<file path="src/rtl/dsp38_mac_sequencer_pkg.sv">
// Shared widths, DSP38 feedback encodings and the sequencer state type
// for the DSP38 MAC sequencer.
package dsp38_mac_pkg;

    localparam int A_W = 20;
    localparam int B_W = 18;
    localparam int Z_W = 38;

    localparam logic [2:0] FEEDBACK_CLEAR = 3'd1;
    localparam logic [2:0] FEEDBACK_ACC   = 3'd0;

    typedef enum logic [1:0] {
        IDLE,
        ACCUM,
        DRAIN,
        HOLD
    } state_t;

endpackage

</file>
<file path="src/rtl/dsp38_mac_sequencer_if.sv">
// Operand stream (s_*) and result stream (m_*) handshakes of the MAC sequencer.
// The slave modport is the sequencer's view; master is the producer/consumer view.
interface dsp38_mac_sequencer_if;
    import dsp38_mac_pkg::*;

    logic           s_valid;
    logic           s_ready;
    logic [A_W-1:0] s_a;
    logic [B_W-1:0] s_b;
    logic           s_sub;
    logic           m_valid;
    logic           m_ready;
    logic [Z_W-1:0] m_z;

    modport slave (
        input  s_valid, s_a, s_b, s_sub, m_ready,
        output s_ready, m_valid, m_z
    );

    modport master (
        output s_valid, s_a, s_b, s_sub, m_ready,
        input  s_ready, m_valid, m_z
    );

endinterface

</file>
<file path="src/rtl/dsp38_mac_sequencer_result_hold.sv">
// Result hold register: captures the accumulator on load and keeps it
// stable with valid high until the consumer takes it.
module dsp38_mac_result_hold
    import dsp38_mac_pkg::*;
(
    input  logic           clk,
    input  logic           reset,
    input  logic           load,
    input  logic [Z_W-1:0] d,
    input  logic           ready,
    output logic           valid,
    output logic [Z_W-1:0] q
);

    always_ff @(posedge clk or negedge reset) begin
        if (!reset) begin
            valid <= 1'b0;
            q     <= '0;
        end else if (load) begin
            valid <= 1'b1;
            q     <= d;
        end else if (valid && ready) begin
            valid <= 1'b0;
        end
    end

endmodule

</file>
<file path="src/rtl/dsp38_mac_sequencer.sv">
// Drives a DSP38 configured as unsigned MAC: FRAME_LEN terms per frame, drain,
// capture Z, hand the result out. Optional stall counter: DSP_MAC_SEQ_STALL_CNT_EN.
module dsp38_mac_sequencer
    import dsp38_mac_pkg::*;
#(
    parameter int FRAME_LEN = 8,
    parameter int DSP_LAT   = 2
) (
    input  logic                 clk,
    input  logic                 reset,
    dsp38_mac_sequencer_if.slave bus,
    output logic [A_W-1:0]       dsp_a,
    output logic [B_W-1:0]       dsp_b,
    output logic                 dsp_load_acc,
    output logic                 dsp_subtract,
    output logic [2:0]           dsp_feedback,
    input  logic [Z_W-1:0]       dsp_z,
    output logic                 busy
`ifdef DSP_MAC_SEQ_STALL_CNT_EN
    ,
    output logic [15:0]          stall_cnt
`endif
);

    state_t     state;
    logic [7:0] beat_cnt;
    logic [2:0] drain_cnt;
    logic       accept;
    logic       first_beat;
    logic       last_beat;
    logic       capture;

    // s_ready is registered, so accept has no combinational path from s_valid to s_ready.
    assign accept     = bus.s_valid && bus.s_ready;
    assign first_beat = (beat_cnt == 8'd0);
    assign last_beat  = (beat_cnt == 8'(FRAME_LEN - 1));
    assign capture    = (state == DRAIN) && (drain_cnt == 3'(DSP_LAT - 1));

    // NOTE: all state below uses non-blocking assignments so every register
    // samples the pre-edge values of its neighbours, exactly like the hardware.
    always_ff @(posedge clk or negedge reset) begin
        if (!reset) begin
            state       <= IDLE;
            beat_cnt    <= '0;
            drain_cnt   <= '0;
            bus.s_ready <= 1'b1;
            busy        <= 1'b0;
        end else begin
            case (state)
                IDLE, ACCUM: begin
                    if (accept) begin
                        beat_cnt <= beat_cnt + 8'd1;
                        busy     <= 1'b1;
                        if (last_beat) begin
                            state       <= DRAIN;
                            drain_cnt   <= '0;
                            bus.s_ready <= 1'b0;
                        end else begin
                            state <= ACCUM;
                        end
                    end
                end
                DRAIN: begin
                    if (capture) state <= HOLD;
                    else         drain_cnt <= drain_cnt + 3'd1;
                end
                HOLD: begin
                    if (bus.m_valid && bus.m_ready) begin
                        state       <= IDLE;
                        beat_cnt    <= '0;
                        bus.s_ready <= 1'b1;
                        busy        <= 1'b0;
                    end
                end
                default: state <= IDLE;
            endcase
        end
    end

    // Operand/control issue to the DSP pins; a bubble holds A/B and stops accumulation.
    always_ff @(posedge clk or negedge reset) begin
        if (!reset) begin
            dsp_a        <= '0;
            dsp_b        <= '0;
            dsp_load_acc <= 1'b0;
            dsp_subtract <= 1'b0;
            dsp_feedback <= FEEDBACK_ACC;
        end else if (accept) begin
            dsp_a        <= bus.s_a;
            dsp_b        <= bus.s_b;
            dsp_load_acc <= 1'b1;
            dsp_subtract <= bus.s_sub;
            dsp_feedback <= first_beat ? FEEDBACK_CLEAR : FEEDBACK_ACC;
        end else begin
            dsp_load_acc <= 1'b0;
            dsp_feedback <= FEEDBACK_ACC;
        end
    end

`ifdef DSP_MAC_SEQ_STALL_CNT_EN
    always_ff @(posedge clk or negedge reset) begin
        if (!reset) begin
            stall_cnt <= '0;
        end else if (accept && first_beat) begin
            stall_cnt <= '0;
        end else if (state == ACCUM && !accept && stall_cnt != 16'hFFFF) begin
            stall_cnt <= stall_cnt + 16'd1;
        end
    end
`endif

    dsp38_mac_result_hold u_result_hold (
        .clk   (clk),
        .reset (reset),
        .load  (capture),
        .d     (dsp_z),
        .ready (bus.m_ready),
        .valid (bus.m_valid),
        .q     (bus.m_z)
    );

endmodule

</file>
<file path="src/flat_wrapper.sv">
// flat-port wrapper written by rule: the top's interface ports become plain ports
module dsp38_mac_sequencer_flat import dsp38_mac_pkg::*;
#(
    parameter int FRAME_LEN = 8,
    parameter int DSP_LAT   = 2
)
  (clk, reset, dsp_a, dsp_b, dsp_load_acc, dsp_subtract, dsp_feedback, dsp_z, busy, bus_s_valid, bus_s_a, bus_s_b, bus_s_sub, bus_m_ready, bus_s_ready, bus_m_valid, bus_m_z);
  dsp38_mac_sequencer_if bus_i ();
  input  logic clk;
  input  logic reset;
  output logic [A_W-1:0] dsp_a;
  output logic [B_W-1:0] dsp_b;
  output logic dsp_load_acc;
  output logic dsp_subtract;
  output logic [2:0] dsp_feedback;
  input  logic [Z_W-1:0] dsp_z;
  output logic busy;
  input wire logic [$bits(bus_i.s_valid)-1:0] bus_s_valid;
  input wire logic [$bits(bus_i.s_a)-1:0] bus_s_a;
  input wire logic [$bits(bus_i.s_b)-1:0] bus_s_b;
  input wire logic [$bits(bus_i.s_sub)-1:0] bus_s_sub;
  input wire logic [$bits(bus_i.m_ready)-1:0] bus_m_ready;
  output wire logic [$bits(bus_i.s_ready)-1:0] bus_s_ready;
  output wire logic [$bits(bus_i.m_valid)-1:0] bus_m_valid;
  output wire logic [$bits(bus_i.m_z)-1:0] bus_m_z;
  assign bus_i.s_valid = bus_s_valid;
  assign bus_i.s_a = bus_s_a;
  assign bus_i.s_b = bus_s_b;
  assign bus_i.s_sub = bus_s_sub;
  assign bus_i.m_ready = bus_m_ready;
  assign bus_s_ready = bus_i.s_ready;
  assign bus_m_valid = bus_i.m_valid;
  assign bus_m_z = bus_i.m_z;
  dsp38_mac_sequencer #(.FRAME_LEN(FRAME_LEN), .DSP_LAT(DSP_LAT)) u_core (.clk(clk), .reset(reset), .bus(bus_i), .dsp_a(dsp_a), .dsp_b(dsp_b), .dsp_load_acc(dsp_load_acc), .dsp_subtract(dsp_subtract), .dsp_feedback(dsp_feedback), .dsp_z(dsp_z), .busy(busy));
endmodule
</file>
<file path="config.mk">
export PLATFORM = sky130hd
export DESIGN_NAME = dsp38_mac_sequencer_flat
export DESIGN_NICKNAME = d
export VERILOG_FILES = /design/src/rtl/dsp38_mac_sequencer_pkg.sv /design/src/rtl/dsp38_mac_sequencer_if.sv /design/src/rtl/dsp38_mac_sequencer_result_hold.sv /design/src/rtl/dsp38_mac_sequencer.sv /design/src/flat_wrapper.sv
export SDC_FILE = /design/constraint.sdc
export NUM_CORES = 1
export LEC_CHECK = 0
export ABC_AREA = 1
export BUFFER_PORTS_ARGS = -buffer_cell sky130_fd_sc_hd__buf_2
export CORE_ASPECT_RATIO = 1.1
export CORE_MARGIN = 5
export CORE_UTILIZATION = 39
export CTS_CLUSTER_SIZE = 40
export DETAILED_ROUTE_END_ITERATION = 10
export PLACE_DENSITY = 0.67
export SYNTH_ARGS = -nofsm -noshare
export SYNTH_HDL_FRONTEND = slang
export SYNTH_SLANG_ARGS = --single-unit
</file>
<file path="constraint.sdc">
create_clock -name clk -period 1.65 [get_ports clk]
set_input_delay 0.0825 -clock clk [delete_from_list [all_inputs] [get_ports clk]]
set_output_delay 0.0825 -clock clk [all_outputs]
set_load 0.005 [all_outputs]
</file>
======== Word level (Yosys, flattened, before mapping) ========
Cells that the tools add are included.
W data, S select, Z words.
word-level totals
  output and inout bits ................... 84
  register bits after elaboration ......... 97
  bits of input ports ..................... 81
  word-level logic and storage cells ...... 60
operators by class
  reduce and logical (&&, ||, !) cells .... 13
  add/sub/neg operators ................... 2
  multiplexer cells ....................... 23
  equal/unequal tests ..................... 10
operators by type and width
  operator               number
  $mux W8                2
  $pmux W8 S2            1
  $mux W3                4
  $add A8 B1 Y8 const B  1
  $eq A8 B3 Y1 const B   1
  $logic_not A8 Y1       1
  $mux W1                8
  $mux W2                4
  $ne A2 B1 Y1 const B   4
  $reduce_and A4 Y1      2
  $pmux W2 S3            1
  $pmux W3 S2            1
  $reduce_and A3 Y1      2
  $reduce_bool A2 Y1     3
  $eq A2 B2 Y1 const B   2
  $pmux W1 S2            2
  $add A3 B1 Y3 const B  1
  $eq A3 B1 Y1 const B   1
  $logic_and A1 B1 Y1    3
  $eq A2 B1 Y1 const B   1
  $logic_not A2 Y1       1
  $ne A2 B2 Y1 const B   1
  $reduce_or A2 Y1       1

======== Depth between registers and ports, before layout ========
Gate-level depths: netlist of the first run.
  depth in word-level cells ............... 4
  gate-level depth with buffers ........... 9
  mapped depth without buffers ............ 8

======== Cells and area by module ========
A second synthesis of the first run with hierarchy kept.
unflattened totals
  cells, all modules ...................... 459
  area total of the unflattened synthesis .. 3927.5 um^2
modules (own cells, without submodules)
  module                 times used  area each (um^2)  cells each  sequential area each (um^2)
  dsp38_mac_sequencer    1           2452.4            294         1402.6
  dsp38_mac_result_hold  1           1475.2            165         975.9

======== Worst setup path after synthesis of the first run ========
No wires, ideal clock.
  kind .................................... register to register
  start point ............................. register u_core.bus.s_ready
  end point ............................... register u_core.drain_cnt[0]
  data arrival time ....................... 1.223 ns
  setup time .............................. 0.117 ns
  path buffers ............................ 0
  slack ................................... 0.311 ns
  stages on the path, launching flop included .. 8
  path through ............................ dfstp_2 nand2_2 nor2_4 inv_1 nand2_1 nand2_1 nand2_1 nand2_1
between the ends
  longest elaborated chain between the ends .. 3
RTL lines
  element                             RTL line                      RTL
  start: declaration                  dsp38_mac_sequencer_if.sv:17  output s_ready, m_valid, m_z
  start signal: assignment            dsp38_mac_sequencer.sv:46     bus.s_ready <= 1'b1;
  start signal: assignment            dsp38_mac_sequencer.sv:57     bus.s_ready <= 1'b0;
  start signal: assignment            dsp38_mac_sequencer.sv:71     bus.s_ready <= 1'b1;
  $logic_and A1 B1 Y1                 dsp38_mac_sequencer.sv:34     assign accept = bus.s_valid && bus.s_ready;
  $ne A2 B1 Y1 (no source line)       -
  $reduce_and A4 Y1 (no source line)  -
  end signal: assignment              dsp38_mac_sequencer.sv:65     else drain_cnt <= drain_cnt + 3'd1;
  end: declaration                    dsp38_mac_sequencer.sv:27     logic [2:0] drain_cnt;
Every way passes these cells.
A chain may end at the register's enable or synchronous reset.

======== Worst setup path in the final report of the first run ========
  start point ............................. register u_core.drain_cnt[1]
  end point ............................... register u_core.u_result_hold.q[20]
between the ends
  longest elaborated chain between the ends .. 2
RTL lines
  element                 RTL line                               RTL
  $eq A3 B1 Y1            dsp38_mac_sequencer.sv:37              assign capture = (state == DRAIN) && (drain_cnt == 3'(DSP_LAT - 1));
  $logic_and A1 B1 Y1     dsp38_mac_sequencer.sv:37
  end signal: assignment  dsp38_mac_sequencer_result_hold.sv:18  q <= '0;
  end signal: assignment  dsp38_mac_sequencer_result_hold.sv:21  q <= d;
  end: declaration        dsp38_mac_sequencer_result_hold.sv:12  output logic [Z_W-1:0] q
Every way passes these cells.

==> impl_metrics.csv, run 1 <==
group,metric,value,unit
global_route,grt_pass1_vias,3912,
final_layout,multi_input_area,1340,µm²
timing,hold_ws,0.0843,ns
drt,drcViolationCount,0,
final_layout,fillers,819,
pwr,leakage,3.16,nW
setup_path,crit_path_start_kind,"flop",
logic_synthesis,yosysTopAreaCell,"dfrtp_1",
drt,ant_nets,0,
timing,post-route-period-util,82.0,%
timing,hold_violations,0,
clock_tree,cts-root-buf,"clkbuf_8",
setup_path,critical_path_class,"reg2reg",
clock_tree,clockBufferDepth,2,
setup_path,worstPathMaxFanout,31,
final_layout,antenna_cells,0,
logic_synthesis,synth.distinct_cells,24,
logic_synthesis,synth_top_cell_area_share,60.3,%
setup_path,arrival,1.60,ns
placed_design,io_buffers,162,
global_route,grt_pass1_wl,18300,µm
final_layout,mostFrequentLayoutCells,"nand2_1 (227), buf_2 (161), dfrtp_1 (94), dlygate4sd3_1 (79), nand3_1 (50)",
die,dieArea,12100,µm²
drt,avgViaCountPerCell,4.62,
drt,vias,3783,
clock_tree,numCtsBuffers,9,
drt,wire_per_inst,13.4,µm
timing,tns,0,ns
final_layout,fin_nets,780,
logic_synthesis,yosysWarningCount,0,
die,coreArea,9840,µm²
timing,tightest_slew,0.520,ns
placed_design,hpwlAfterDp,7440,µm
placed_design,gp_congestion,0.814,
die,pin_count,165,
logic_synthesis,synthTopCellsByArea,"dfrtp_1 (60%), nand2_1 (22%), nand3_1 (6.4%)",
clock_tree,cts_sinks,95,
placed_design,dp_cells,725,
final_layout,drive_above_1_share,28.0,%
logic_synthesis,synth.avg_cell_area,8.65,µm²
run,drv_cap,0,
setup_path,cp-end-kind,"flop",
outcome,status,"completed",
die,fp.dieW,105,µm
final_layout,seqCellArea,2380,µm²
final_layout,layout_commonest_cell,"nand2_1",
clock_tree,insertion_delay,0.35,ns
setup_path,r2r_slack,0.30,ns
global_route,track_usage,18.8,%
timing,setup_violations,0,
clock_tree,clk_pin_slew,0.09,ns
drt,drt_iter0_drc,186,
clock_tree,cts_tree,"yes",
setup_path,crit_required,1.90,ns
final_layout,areaGrowthSynthToFinish,50.4,%
global_route,grt_max_degree,42,
timing,slew_violations,0,
die,die_h,115,µm
hold_path,hold_class,"in2reg",
timing,rsz0062_at_grt,"false",
logic_synthesis,syn_inst,451,
logic_synthesis,ys_seq_elements,95,
logic_synthesis,synth_seq_area_share,60.9,%
timing,max_slew_margin,65.4,%
logic_synthesis,syn_area,3900,µm²
global_route,grt_remaining_overflow,0,
drt,dr.pass1.iters,5,
clock_tree,post-cts-setup-buffers,0,
pwr,ir_worst_vdd,0.000706,V
global_route,antenna_found_initial,0,
timing,fin_crit,1.35,ns
die,num_rows,38,
timing,finalClockSkew,0.00886,ns
timing,fmax,739,MHz
die,initial_core_util,39.7,%
clock_tree,htree_levels,3,
drt,wirelength,11000,µm
final_layout,fin_cells,819,
pwr,power.density,1450,nW/µm²
-- what timing repair did --
item	CTS	global route
hold buffers	79	0
resized for setup	0	0
hold endpoints to repair	115	0
-- critical path, cell delays in order, from the launching register on --
cell	delay (ns)
dfrtp_1	0.41
inv_1	0.06
ha_1	0.12
inv_1	0.05
nor2_2	0.14
nand2_1	0.14
buf_12	0.19
nand2_1	0.07
nand2_1	0.06
-- registers in the layout, indices dropped and copies added (netlist names) --
name / flops
u_core.u_result_hold.q: 38
u_core.beat_cnt: 8
u_core.drain_cnt: 3
u_core.dsp_subtract: 1
u_core.u_result_hold.valid: 1
u_core.dsp_load_acc: 1
u_core.busy: 1
u_core.state: 2
u_core.dsp_b: 18
u_core.dsp_a: 20
u_core.bus.s_ready: 1
u_core.dsp_feedback: 1
-- logic make-up after synthesis --
family,synth area share [%]
fa+ha+maj,1.28
other cells,0.0961
buf+inv,4.94
simple gates,30.8
flops,60.9
xor+xnor,0.449
compound gates,1.47
-- per-layer routing --
layer | vias up | GRT usage, % | share of wire (%)
met5 | - | 0 | 0
met4 | 0 | 8.22 | 3.1
met3 | 30 | 4.66 | 4.9
met2 | 112 | 31.8 | 51
met1 | 1758 | 22.9 | 41
li1 | 1883 | - | -
-- power breakdown --
group	internal, mW	switching, mW
clock	0.683	0.754
sequential	3.36	0.612
combinational	1.45	1.63
total	5.50	2.99
-- worst paths after layout --
check                                           from  cells after the start                    endpoint
max                              u_core.drain_cnt[1]                      8  u_core.u_result_hold.q[20]
min                                      bus_s_valid                      3      u_core.dsp_feedback[0]
max reg2reg                      u_core.drain_cnt[1]                      8  u_core.u_result_hold.q[20]
min reg2reg                u_core.u_result_hold.q[2]                      2   u_core.u_result_hold.q[2]
max in group asynchronous                      reset                      3             u_core.dsp_a[2]
min in group asynchronous                      reset                      2          u_core.beat_cnt[0]
-- cell usage after synthesis (all sizes together) --
library cell,count
nor2,13
dfstp,1
nand2,229
nand4,2
dfrtp,94
xor2,1
conb,1
o22ai,2
o21ai,9
buf,14
xnor2,1
ha,4
and2,1
inv,20
nor3,1
nand3,50
clkbuf,8
-- cell type report --
cell class / count / share of cell area (%)
clock inverters: 5 / 0.853
multi-input cells: 315 / 22.8
clock buffers: 10 / 2.17
inverters: 20 / 1.28
flip-flops and latches: 95 / 40.5
well taps: 120 / 2.56
repair buffers: 254 / 29.8
-- per-stage QoR --
step	instance area (µm²)	power [mW]	util (%)	worst slack [ns]
finish	5870	8.49	59.6	0.296
global route	5870	9.25	59.6	0.197
CTS	5870	8.58	59.6	0.299
detailed placement	4900	6.96	49.8	0.317
global placement	4900	6.86	49.8	0.354
floorplan	3910	5.39	-	0.311
Note: power is estimated with default switching activity, not from simulation.
==> run 2: changes to the inputs <==
ABC_AREA = 0   (was 1)
PLACE_DENSITY = 0.68   (was 0.67)
clock period = 1.4 ns   (was 1.65 ns; I/O delays follow)
==> run 2 against run 1 <==
The run now ends with negative setup slack left. Via count fell by 18%. Final area rose by 6.9%. Hold slack improved by 0.11 ns. Combinational power fell by 88%.
==> impl_metrics.csv, run 2 <==
group,metric,value,unit
global_route,grt_pass1_wl,16800,µm
logic_synthesis,synthTopCellsByArea,"dfrtp_1 (61%), mux2_2 (22%), ha_1 (1.3%)",
logic_synthesis,yosysTopAreaCell,"dfrtp_1",
timing,worst_slack,-0.138,ns
outcome,violations,"negative setup slack",
outcome,status,"finished, violations left",
clock_tree,insertion_delay,0.36,ns
setup_path,r2r_slack,-0.14,ns
die,fp.dieW,105,µm
final_layout,fillers,715,
pwr,power.density,815,nW/µm²
logic_synthesis,synthFlopType,"dfrtp_1",
setup_path,worstPathMaxFanout,8,
logic_synthesis,synth_fa_ha_area_share,1.30,%
timing,hold_ws,0.195,ns
logic_synthesis,synth_top_cell_area_share,61.0,%
logic_synthesis,synth_compound_area_share,4.73,%
die,initial_core_util,39.4,%
setup_path,crit_required,1.65,ns
global_route,track_usage,17.4,%
pwr,ir_worst_vdd,0.000591,V
drt,drcViolationCount,0,
logic_synthesis,synth.avg_cell_area,15.0,µm²
timing,fin_crit,1.54,ns
drt,drt_iter0_drc,87,
drt,wl_met2,5900,µm
global_route,grt_max_degree,41,
clock_tree,clk_pin_slew,0.10,ns
drt,wirelength,10800,µm
final_layout,design_area,6280,µm²
setup_path,startpoint,"u_core.drain_cnt[1]",
global_route,antenna_found_initial,0,
drt,avgViaCountPerCell,4.77,
setup_path,critical_path_class,"reg2reg",
timing,setup_violations,41,
logic_synthesis,synth_top_family_by_area,"multiplexers",
final_layout,antenna_cells,0,
die,die_h,114,µm
drt,top_layer_used,"met4",
final_layout,areaGrowthSynthToFinish,62.6,%
drt,dr.pass1.iters,4,
logic_synthesis,synthArstFlopShare,100,%
logic_synthesis,yosysWarningCount,0,
global_route,grt_remaining_overflow,0,
logic_synthesis,syn_inst,258,
logic_synthesis,synth.distinct_cells,41,
logic_synthesis,synth.most_common_cell,"dfrtp_1",
final_layout,mostFrequentLayoutCells,"buf_2 (161), dfrtp_1 (93), dlygate4sd3_1 (80), mux2_2 (39), mux2_4 (38)",
logic_synthesis,synthSimpleGateAreaFrac,6.19,%
logic_synthesis,synth_common_cells,"dfrtp_1 (94), mux2_2 (76), nand2_1 (12), inv_1 (8)",
final_layout,layout_commonest_cell,"buf_2",
clock_tree,htree_levels,3,
placed_design,gp_congestion,0.824,
timing,slew_violations,0,
timing,tns,-4.44,ns
clock_tree,numCtsBuffers,9,
logic_synthesis,syn_area,3860,µm²
clock_tree,cts_tree,"yes",
timing,hold_violations,0,
final_layout,top_register,"u_core.u_result_hold.q",
die,num_rows,38,
setup_path,ff2ff_path_depth,7,
pwr,leakage,3.43,nW
drt,vias,3118,
final_layout,post-route-util,64.1,%
final_layout,drive_above_1_share,56.2,%
setup_path,timing.rr.start,"u_core.drain_cnt[1]",
final_layout,reg_top3,"u_core.u_result_hold.q (38), u_core.dsp_a (20), u_core.dsp_b (18)",
setup_path,crit_path_start_kind,"flop",
timing,rsz0062_at_grt,"true",
final_layout,largest_reg_flops,38,
timing,fmax,650,MHz
clock_tree,cts_sinks,95,
global_route,grt_pass1_vias,3416,
drt,ant_nets,0,
logic_synthesis,synth_xor_area_share,0,%
clock_tree,clockBufferDepth,2,
drt,wl_met1,4130,µm
timing,post-route-period-util,110,%
hold_path,hold_class,"in2async",
drt,wire_per_inst,16.5,µm
setup_path,arrival,1.79,ns
setup_path,worstReg2RegEnd,"u_core.u_result_hold.q[16]",
clock_tree,cts-root-buf,"clkbuf_8",
placed_design,io_buffers,162,
logic_synthesis,synth_mux_area_share,23.1,%
die,dieArea,12000,µm²
die,pin_count,165,
drt,met3_length,498,µm
final_layout,fin_nets,614,
placed_design,placed_area,5040,µm²
logic_synthesis,ys_seq_elements,95,
logic_synthesis,synth_edf_count,0,
run,drv_cap,0,
timing,finalClockSkew,0.0141,ns
die,coreArea,9790,µm²
setup_path,cp-end-kind,"flop",
logic_synthesis,synth_seq_area_share,61.6,%
placed_design,hpwlAfterDp,6770,µm
setup_path,crit_path_end,"u_core.u_result_hold.q[16]",
-- run 2: cell types whose count changed after synthesis, moves of 5 or more --
cell      before  now
a31oi_1        0    5
nor2_1        11    0
clkbuf_1       8    0
nand3_1       50    6
nand2_1      227   12
inv_1         19    8
mux2_2         0   76
-- run 2: worst min-delay path by stage --
stage / end / slack (ns) / cells past startpoint
after CTS: u_core.u_result_hold.q[4] / 0.17 / 2
final: u_core.u_result_hold.q[4] / 0.19 / 2
after floorplan: u_core.beat_cnt[0] / -0.23 / 0
after global routing: u_core.u_result_hold.q[37] / 0.23 / 2
after detailed placement: u_core.u_result_hold.q[4] / 0.02 / 1
after global placement: u_core.u_result_hold.q[9] / 0.02 / 1
-- run 2: power by group --
group	switching, mW	internal [mW]	total (mW)	leakage [nW]
clock network	0.945	1.06	2.01	0.117
registers	0.000000000000000161	2.74	2.74	1.30
logic	0.128	0.238	0.366	2.02
total	1.07	4.04	5.12	3.43
-- run 2: cell families after synthesis --
logic type / Yosys count
mux: 79
other cells: 1
simple gates: 35
compound gates: 24
buf+inv: 20
fa+ha+maj: 4
flops: 95
-- run 2: metrics by stage --
step	std cells	total power, mW	setup WS (ns)
5_1_grt	654	5.33	-0.178
4_1_cts	647	5.18	-0.129
2_1_floorplan	259	2.80	-0.0535
6_report	654	5.12	-0.138
3_5_place_dp	550	2.98	-0.115
3_3_place_gp	550	2.98	-0.0616
-- run 2: critical path, stage by stage (launching register included) --
cell,delay [ns]
dfrtp_1,0.40
inv_2,0.08
ha_4,0.15
nand2b_4,0.06
nor2_4,0.12
buf_12,0.14
clkbuf_16,0.16
mux2_4,0.31
-- run 2: layout make-up --
type / count / area, µm² / area share (%)
sequential: 95 / 2380 / 37.9
timing repair buffer: 271 / 1950 / 31.0
multi-input combinational: 144 / 1540 / 24.6
tap: 120 / 150 / 2.39
clock buffer: 10 / 138 / 2.19
clock inverter: 6 / 91.3 / 1.46
inverter: 8 / 30.0 / 0.478
-- run 2: metal layers --
layer	global-route usage, %	up-vias
met1	19.8	1537
met5	0	-
met4	9.29	0
met2	31.1	92
met3	3.10	22
li1	-	1467
-- run 2: what timing repair did --
item                       CTS  global route
hold buffers                80             0
gates cloned                 0             3
resized for setup            0            27
setup endpoints to repair   44            48
pin swaps                    1             7
hold endpoints to repair   156             0
setup buffers                1             4
==> run 3: changes to the inputs <==
RECOVER_POWER = 50   (was default)
==> run 3 against run 2 <==
The run still ends with negative setup slack left. Combinational power shrank 2%. Sequential share of layout area grew 0.24 points. Register-to-register slack is essentially flat. First-iteration DRC count grew 8.0%. Final cell count is the same. Setup slack lost 0.0012 ns. Utilization shrank 0.41 points. Die area is the same.
==> impl_metrics.csv, run 3 (synthesized netlist as in run 2, its figures left out) <==
group,metric,value,unit
outcome,status,"finished, violations left",
outcome,violations,"negative setup slack",
clock_tree,cts_sinks,95,
setup_path,ff2ff_path_depth,7,
setup_path,crit_family,"flip-flops",
placed_design,io_buffers,162,
final_layout,areaGrowthSynthToFinish,61.6,%
die,dieArea,12000,µm²
final_layout,top_register,"u_core.u_result_hold.q",
clock_tree,htree_levels,3,
final_layout,fillers,724,
drt,dr.pass1.iters,4,
pwr,seqPwrFrac,53.7,%
die,die_h,114,µm
pwr,p_clk_share,39.3,%
pwr,p_int,4.04,mW
setup_path,worstPathMaxFanout,8,
setup_path,path_cells,"inv_2, ha_4, nand2b_4, nor2_4, buf_12, clkbuf_16, mux2_4",
clock_tree,clockBufferDepth,2,
timing,fin_crit,1.54,ns
setup_path,worst_path_largest_cell_delay,0.40,ns
final_layout,drive_above_1_share,53.7,%
global_route,grt_max_degree,41,
drt,wire_per_inst,16.6,µm
timing,setup_violations,41,
pwr,p_comb_share,7.0,%
pwr,leakage,3.36,nW
hold_path,hold_class,"in2async",
die,coreArea,9790,µm²
setup_path,cp.depth,7,
setup_path,cp-end-kind,"flop",
placed_design,placed_area,5040,µm²
clock_tree,insertion_delay,0.36,ns
pwr,p_switching,1.07,mW
final_layout,mostFrequentLayoutCells,"buf_2 (148), dfrtp_1 (93), dlygate4sd3_1 (80), mux2_2 (39), mux2_4 (38)",
timing,tns,-4.46,ns
drt,ant_nets,0,
global_route,antenna_found_initial,0,
run,drv_cap,0,
timing,hold_violations,0,
drt,drt_iter0_drc,94,
timing,worst_slack,-0.139,ns
setup_path,crit_required,1.65,ns
setup_path,crit_path_start_kind,"flop",
timing,tightest_slew,0.725,ns
final_layout,reg_top3,"u_core.u_result_hold.q (38), u_core.dsp_a (20), u_core.dsp_b (18)",
global_route,track_usage,17.4,%
placed_design,hpwlAfterDp,6770,µm
timing,rsz0062_at_grt,"true",
setup_path,crit_buf_inv,3,
drt,wirelength,10800,µm
timing,post-route-period-util,110,%
setup_path,critical_path_class,"reg2reg",
final_layout,layout_commonest_cell,"buf_2",
setup_path,r2r_slack,-0.14,ns
clock_tree,cts_tree,"yes",
clock_tree,cts-root-buf,"clkbuf_8",
final_layout,fin_nets,614,
final_layout,antenna_cells,0,
drt,vias,3139,
clock_tree,numCtsBuffers,9,
die,initial_core_util,39.4,%
setup_path,worstReg2RegEnd,"u_core.u_result_hold.q[20]",
drt,drcViolationCount,0,
global_route,grt_pass1_vias,3416,
global_route,grt_remaining_overflow,0,
die,num_rows,38,
die,fp.dieW,105,µm
timing,hold_ws,0.312,ns
final_layout,design_area,6240,µm²
setup_path,critPathSlowestCell,"dfrtp_1",
clock_tree,clk_pin_slew,0.10,ns
pwr,ir_worst_vdd,0.000590,V
setup_path,arrival,1.79,ns
timing,slew_violations,0,
drt,avgViaCountPerCell,4.80,
setup_path,startpoint,"u_core.drain_cnt[1]",
global_route,grt_pass1_wl,16800,µm
pwr,swShare,21.0,%
timing,fmax,650,MHz
pwr,power.density,819,nW/µm²
placed_design,gp_congestion,0.824,
final_layout,largest_reg_flops,38,
die,pin_count,165,
timing,finalClockSkew,0.0140,ns
timing,max_slew_margin,51.7,%
setup_path,timing.rr.start,"u_core.drain_cnt[1]",
-- run 3: what timing repair did --
action | CTS | global route
endpoints found under the setup margin | 44 | 48
resized for setup | 0 | 27
setup buffers | 1 | 4
pin swaps | 1 | 7
hold endpoints to repair | 156 | 0
cloned | 0 | 3
hold buffers | 80 | 0
-- run 3: stage by stage --
step	instances	total power, mW	util, %	setup slack, ns
CTS	647	5.18	62.1	-0.129
detailed placement	550	2.98	51.5	-0.115
global placement	550	2.98	51.5	-0.0616
global route	654	5.32	63.7	-0.178
floorplan	259	2.80	-	-0.0535
finish	654	5.11	63.7	-0.139
-- run 3: worst max-delay path by stage --
stage          slack [ns]                         end
5_1_grt             -0.18  u_core.u_result_hold.q[33]
6_report            -0.14  u_core.u_result_hold.q[20]
2_1_floorplan       -0.05  u_core.u_result_hold.q[14]
3_3_place_gp        -0.06   u_core.u_result_hold.q[0]
4_1_cts             -0.13  u_core.u_result_hold.q[13]
3_5_place_dp        -0.11  u_core.u_result_hold.q[13]
-- run 3: power groups by stage --
stage          clock, mW  sequential, mW  combinational [mW]
4_1_cts             2.07            2.74               0.363
3_3_place_gp           0            2.80               0.182
5_1_grt             2.19            2.74               0.392
3_5_place_dp           0            2.80               0.187
6_report            2.01            2.74               0.358
2_1_floorplan          0            2.80             0.00824
-- run 3: area by class of cell --
type / count / area (µm²) / area share [%]
clock inverters: 6 / 91.3 / 1.46
repair buffers: 271 / 1910 / 30.6
inverters: 8 / 30.0 / 0.482
flip-flops and latches: 95 / 2380 / 38.2
well taps: 120 / 150 / 2.41
multi-input cells: 144 / 1540 / 24.7
clock buffers: 10 / 138 / 2.21
-- run 3: worst register-to-register path, cell delays in order, from the launching register on --
cell       delay (ns)
dfrtp_1          0.40
inv_2            0.08
ha_4             0.15
nand2b_4         0.06
nor2_4           0.12
buf_12           0.14
clkbuf_16        0.17
mux2_4           0.31
-- run 3: routing by layer --
layer / GRT usage, % / share of wire (%) / up-vias
li1: - / - / 1466
met1: 19.8 / 38 / 1561
met2: 31.1 / 55 / 90
met3: 3.10 / 4.4 / 22
met4: 9.29 / 2.7 / 0
met5: 0 / 0 / -
